$ cat config.mk
export PLATFORM = sky130hd
export DESIGN_NAME = conv_mac_accum
export DESIGN_NICKNAME = d
export VERILOG_FILES = /design/src/rtl/cnn_pkg.sv /design/src/rtl/mac_requant.sv /design/src/rtl/conv_mac_accum.sv
export SDC_FILE = /design/constraint.sdc
export NUM_CORES = 1
export LEC_CHECK = 0
export ABC_AREA = 1
export CAP_MARGIN = 0
export CORE_MARGIN = 2
export CORE_UTILIZATION = 41
export DETAILED_ROUTE_END_ITERATION = 6
export HOLD_SLACK_MARGIN = 0.08
export SYNTH_ARGS = -nofsm -noshare
export SYNTH_HDL_FRONTEND = slang
export SYNTH_HIERARCHICAL = 1
export SYNTH_SLANG_ARGS = --single-unit
$ cat constraint.sdc
create_clock -name clk -period 3.72 [get_ports clk]
set_input_delay 0.744 -clock clk [delete_from_list [all_inputs] [get_ports clk]]
set_output_delay 0.744 -clock clk [all_outputs]
set_load 0.05 [all_outputs]
$ cat src/rtl/cnn_pkg.sv
// Shared helpers for the CNN datapath stages: accumulator sizing and signed saturation.
// Pure package, no logic; functions are elaborated as constants or combinational clip logic.
package cnn_pkg;

    localparam int SAT_W = 64;

    typedef logic signed [SAT_W-1:0] wide_t;

    // Width that holds the sum of taps products of two signed data_w operands without overflow.
    function automatic int acc_width(input int data_w, input int taps);
        return 2 * data_w + $clog2(taps);
    endfunction

    function automatic wide_t sat_signed(input wide_t value, input int out_w);
        wide_t hi;
        wide_t lo;
        hi = (64'sd1 <<< (out_w - 1)) - 64'sd1;
        lo = -(64'sd1 <<< (out_w - 1));
        if (value > hi)
            return hi;
        else if (value < lo)
            return lo;
        return value;
    endfunction

endpackage

$ cat src/rtl/mac_requant.sv
// Requantizer: arithmetic shift, optional ReLU, signed saturation to OUT_W with clip flag.
// Latency: purely combinational.
// Backpressure: none, no state.
module mac_requant
    import cnn_pkg::*;
#(
    parameter int ACC_W   = 20,
    parameter int SHIFT   = 0,
    parameter int RELU_EN = 1,
    parameter int OUT_W   = 8
) (
    input  logic [ACC_W-1:0] sum,
    output logic [OUT_W-1:0] data,
    output logic             ovf
);

    logic signed [ACC_W-1:0] shifted;
    wide_t                   relu_v;
    wide_t                   sat_v;

    always_comb begin
        shifted = $signed(sum) >>> SHIFT;
        relu_v  = {{(SAT_W-ACC_W){shifted[ACC_W-1]}}, shifted};
        // ReLU clamp happens before the clip so it never counts as an overflow.
        if ((RELU_EN != 0) && relu_v[SAT_W-1])
            relu_v = '0;
        sat_v = sat_signed(relu_v, OUT_W);
        ovf   = (sat_v != relu_v);
        data  = sat_v[OUT_W-1:0];
    end

endmodule

$ cat src/rtl/conv_mac_accum.sv
// Kernel MAC stage: accumulates TAPS pixel*weight pairs per window, emits one requantized result.
// Latency: result valid 2 cycles after the accept of the last pair; 1 pair/cycle sustained.
// Backpressure: en=0 or a held unaccepted result freezes every register and drops in_ready.
module conv_mac_accum
    import cnn_pkg::*;
#(
    parameter int DATA_W  = 8,
    parameter int TAPS    = 9,
    parameter int SHIFT   = 0,
    parameter int RELU_EN = 1,
    parameter int OUT_W   = 8
) (
    input  logic              clk,
    input  logic              rst,
    input  logic              en,
    input  logic              clr,
    input  logic              in_valid,
    output logic              in_ready,
    input  logic [DATA_W-1:0] in_pix,
    input  logic [DATA_W-1:0] in_wgt,
    output logic              out_valid,
    input  logic              out_ready,
    output logic [OUT_W-1:0]  out_data,
    output logic              out_ovf,
    output logic              busy
);

    localparam int ACC_W  = acc_width(DATA_W, TAPS);
    localparam int PROD_W = 2 * DATA_W;
    localparam int CNT_W  = $clog2(TAPS);
    localparam logic [CNT_W-1:0] LAST_TAP = CNT_W'(TAPS - 1);

    logic                     stall;
    logic                     accept;
    logic [CNT_W-1:0]         tap_cnt;
    logic signed [PROD_W-1:0] p1_prod;
    logic                     p1_valid;
    logic                     p1_last;
    logic signed [ACC_W-1:0]  acc;
    logic signed [ACC_W-1:0]  sum;
    logic [OUT_W-1:0]         rq_data;
    logic                     rq_ovf;

    assign stall    = ~en | (out_valid & ~out_ready);
    assign in_ready = ~stall & ~clr & ~rst;
    assign accept   = in_valid & in_ready;
    assign sum      = acc + {{(ACC_W-PROD_W){p1_prod[PROD_W-1]}}, p1_prod};
    assign busy     = (tap_cnt != '0) | p1_valid;

    mac_requant #(
        .ACC_W   (ACC_W),
        .SHIFT   (SHIFT),
        .RELU_EN (RELU_EN),
        .OUT_W   (OUT_W)
    ) u_requant (
        .sum  (sum),
        .data (rq_data),
        .ovf  (rq_ovf)
    );

    // Stage 1: tap counter and product register. clr aborts even while stalled.
    always_ff @(posedge clk or posedge rst) begin
        if (rst) begin
            tap_cnt  <= '0;
            p1_valid <= 1'b0;
            p1_last  <= 1'b0;
            p1_prod  <= '0;
        end else if (clr) begin
            tap_cnt  <= '0;
            p1_valid <= 1'b0;
        end else if (!stall) begin
            p1_valid <= accept;
            if (accept) begin
                p1_prod <= $signed(in_pix) * $signed(in_wgt);
                p1_last <= (tap_cnt == LAST_TAP);
                tap_cnt <= (tap_cnt == LAST_TAP) ? '0 : tap_cnt + CNT_W'(1);
            end
        end
    end

    // Stage 2: accumulator, restarted after each window's last product.
    always_ff @(posedge clk or posedge rst) begin
        if (rst)
            acc <= '0;
        else if (clr)
            acc <= '0;
        else if (!stall && p1_valid)
            acc <= p1_last ? '0 : sum;
    end

    // Output register survives clr; a new result may replace one being taken this cycle.
    always_ff @(posedge clk or posedge rst) begin
        if (rst) begin
            out_valid <= 1'b0;
            out_data  <= '0;
            out_ovf   <= 1'b0;
        end else if (!stall) begin
            if (p1_valid && p1_last && !clr) begin
                out_valid <= 1'b1;
                out_data  <= rq_data;
                out_ovf   <= rq_ovf;
            end else if (out_valid && out_ready) begin
                out_valid <= 1'b0;
            end
        end
    end

endmodule

==> impl_metrics.env <==
export IMPL_cp_data_required_time_ns=3.91
export IMPL_viasPerCell=4.74
export IMPL_synth_cells=895
export IMPL_wl_per_cell_um=12.6
export IMPL_io_buffers=33
export IMPL_setup_ws_ns=-0.261
export IMPL_fmax_mhz=251
export IMPL_path_max_fanout=6
export IMPL_fin_area_mm2=0.00768
export IMPL_power_density_mw_per_mm2=631
export IMPL_avgSynthCellArea_um2=6.98
export IMPL_synth_cell_types=39
export IMPL_via_count=5452
export IMPL_routed_wl_um=14500
export IMPL_fin_crit_sh=1.07
export IMPL_status="complete, but fails checks"
export IMPL_grt_usage=0.195
export IMPL_coreArea_mm2=0.0150
export IMPL_syn_to_final_growth_pct=22.9
export IMPL_gp_congestion=0.912
export IMPL_synth_flop_cell="dfrtp_1"
export IMPL_fp_dieW_um=127
export IMPL_syn_area_mm2=0.00625
export IMPL_violations="setup timing"
export IMPL_ys_warn_count=6
export IMPL_postCtsHoldBufs=0
export IMPL_grt_setup_unrepaired="true"
export IMPL_slew_headroom=0.363
export IMPL_fillers=1459
export IMPL_clock_sinks=52
export IMPL_final_cell_count_no_fill=1151
export IMPL_syn_num_nets=1023
export IMPL_final_antenna_net_count=0
export IMPL_grt_pass1_vias=5555
export IMPL_start_util=0.416
export IMPL_num_rows=45
export IMPL_critPathArrivalTime_ns=4.17
export IMPL_clock_power_share=0.098
export IMPL_drc=0
export IMPL_ys_seq_elements=52
export IMPL_p_sw_frac=0.474
export IMPL_maxSlewViolCount=0
export IMPL_grt_max_degree=53
export IMPL_drtIter0Drc=305
export IMPL_clock_path_buffers=2
export IMPL_end_kind="flop"
export IMPL_async_reset_ff_frac=1.00
export IMPL_dieArea_mm2=0.0162
export IMPL_tightestPinTransition_ns=0.953
export IMPL_critical_path_class="in -> reg"
export IMPL_skew_ns=0.00324
export IMPL_cts_tree="built"
export IMPL_comb_power_share=0.739
export IMPL_finalSetupViolCount=9
export IMPL_hold_viol=0
export IMPL_placed_cells=1137
export IMPL_leakagePower_nw=4.31
export IMPL_die_h_um=127
export IMPL_synth_edf_count=0
export IMPL_seq_area_mm2=0.00130
export IMPL_clockRootBuffer="clkbuf_16"
export IMPL_min_period_ns=3.98
export IMPL_worst_ir_drop_vdd_mv=0.379
export IMPL_clk_latency_ns=0.30
export IMPL_h_tree_depth=2
export IMPL_antenna_found_initial=0
export IMPL_start_kind="primary input"
export IMPL_gr_total_overflow=0
export IMPL_final_layout_size_suffix_gt1_frac=0.183
export IMPL_io_pins=34
export IMPL_final_nets=1090
export IMPL_path_clk_slew_ns=0.07
export IMPL_grt_pass1_wl_um=25900
export IMPL_post_dp_hpwl_um=11700
export IMPL_diodes=0
export IMPL_yosysSeqAreaShare=0.208
export IMPL_numCtsBuffers=5
export IMPL_dr_pass1_iters=5
export IMPL_sequentialPowerShare=0.163
export IMPL_internal_power_w=0.00255
export IMPL_multiInputGateArea_mm2=0.00457
export IMPL_postPlaceCellArea_mm2=0.00730
export IMPL_p_switching_w=0.00230
export IMPL_max_cap_viol_count=0
export IMPL_min_path_type="reg -> reg"
## layout make-up
| cell class | count | area share |
|---|---|---|
| multi-input combinational | 631 | 0.595 |
| sequential | 52 | 0.169 |
| inverter | 189 | 0.0932 |
| timing repair buffer | 83 | 0.0927 |
| tap | 188 | 0.0306 |
| clock buffer | 6 | 0.0168 |
| clock inverter | 2 | 0.00179 |
## cell usage after synthesis (5+ instances only)
library cell,number,area (µm²)
dfrtp_1,52,1300
nand4_1,7,43.8
nand2_2,8,50.1
nand3b_1,5,37.5
xnor2_1,9,78.8
nand2_1,310,1160
nor2_2,5,31.3
a21oi_1,20,100
fa_1,56,1120
clkbuf_1,15,56.3
nand3_1,41,205
inv_1,185,694
o21ai_0,18,90.1
nor2_1,55,206
buf_2,5,25.0
ha_1,50,626
a22o_1,5,43.8
and2_1,12,75.1
xor2_1,5,43.8
## placed cells by master, fill, tap and decap left out, drive strengths merged, types with 5 or more instances in the layout
master,n
clkdlybuf4s50,17
fa,56
xnor2,9
nand2,319
dfrtp,52
and2,13
nand3,44
ha,50
inv,188
nor2,60
nand3b,5
buf,61
clkbuf,10
a21oi,23
nand4,7
xor2,5
o21ai,21
a22o,5
## through the flow
step                power [W]  hold slack, ns  setup WS [ns]   util  setup TNS (ns)
finish                0.00485           0.483         -0.261  0.511           -1.80
global route          0.00531           0.502         -0.462  0.511           -3.47
CTS                   0.00477           0.487         -0.294  0.507           -1.97
detailed placement    0.00394           0.469          -1.10  0.486          -10.72
global placement      0.00392           0.465          -1.08  0.486          -10.60
floorplan             0.00312           0.448         -0.326      -           -2.28
## state kept, by name (all words and copies together), names as in the netlist
| signal | cells |
|---|---|
| tap_cnt | 4 |
| acc | 20 |
| p1_valid | 1 |
| p1_last | 1 |
| out_data | 8 |
| out_valid | 1 |
| p1_prod | 16 |
| out_ovf | 1 |
## power by group through the flow
stage	Sequential, W	Combinational, W	Clock, W
after CTS	0.000792	0.00350	0.000483
after floorplan	0.000923	0.00220	0
final	0.000791	0.00358	0.000474
after detailed placement	0.000803	0.00314	0
after global routing	0.000805	0.00401	0.000499
after global placement	0.000799	0.00312	0
## worst max-delay path: stages
cell and delay, ns:
buf_8 0.07, clkinvlp_4 0.14, or2_4 0.26, fa_1 0.45
fa_1 0.51, inv_2 0.04, fa_1 0.47, inv_1 0.05
fa_1 0.49, inv_2 0.04, ha_4 0.32, nand2_4 0.08
nor2_4 0.10, nand3_1 0.11, nand3_2 0.11, nand3_2 0.07
nand3_2 0.07, nand2_1 0.05
## path summary, 6_finish.rpt
| kind | start | to | slack [ns] | depth (start not counted) |
|---|---|---|---|---|
| setup / recovery | in_wgt[7] | p1_prod[15] | -0.26 | 18 |
| hold / removal | out_ovf | out_ovf | 0.48 | 2 |
| setup reg to reg | p1_prod[0] | out_data[1] | 0.91 | 19 |
| hold reg to reg | out_ovf | out_ovf | 0.48 | 2 |
| max in group asynchronous | rst | acc[12] | 2.22 | 3 |
| min in group asynchronous | rst | out_valid | 1.04 | 3 |
## cells by family after synthesis
| family | count (synthesis) | share of synthesized area |
|---|---|---|
| other | 1 | 0.000600 |
| DFF | 52 | 0.208 |
| buffers and inverters | 212 | 0.131 |
| adders and majority gates | 106 | 0.280 |
| AOI/OAI and AO/OA | 55 | 0.0531 |
| and+or+nand+nor | 455 | 0.308 |
| xor gates and xnor gates | 14 | 0.0196 |
## routing by layer
metal | track usage | part of all wire | routed length, µm | vias up
li1 | - | - | - | 2813
met1 | 0.280 | 0.49 | 7150 | 2554
met2 | 0.329 | 0.47 | 6820 | 73
met3 | 0.0197 | 0.027 | 389 | 12
met4 | 0.0297 | 0.0077 | 111 | 0
met5 | 0 | 0 | 0 | -
## repair_timing
| item | 4_1_cts | 5_1_grt |
|---|---|---|
| endpoints found under the setup margin | 11 | 10 |
| resized for setup | 116 | 20 |
| gates cloned | 0 | 0 |
| pin swaps | 52 | 18 |
| buffers inserted | 5 | 3 |
Note: power is estimated with default switching activity, not from simulation.
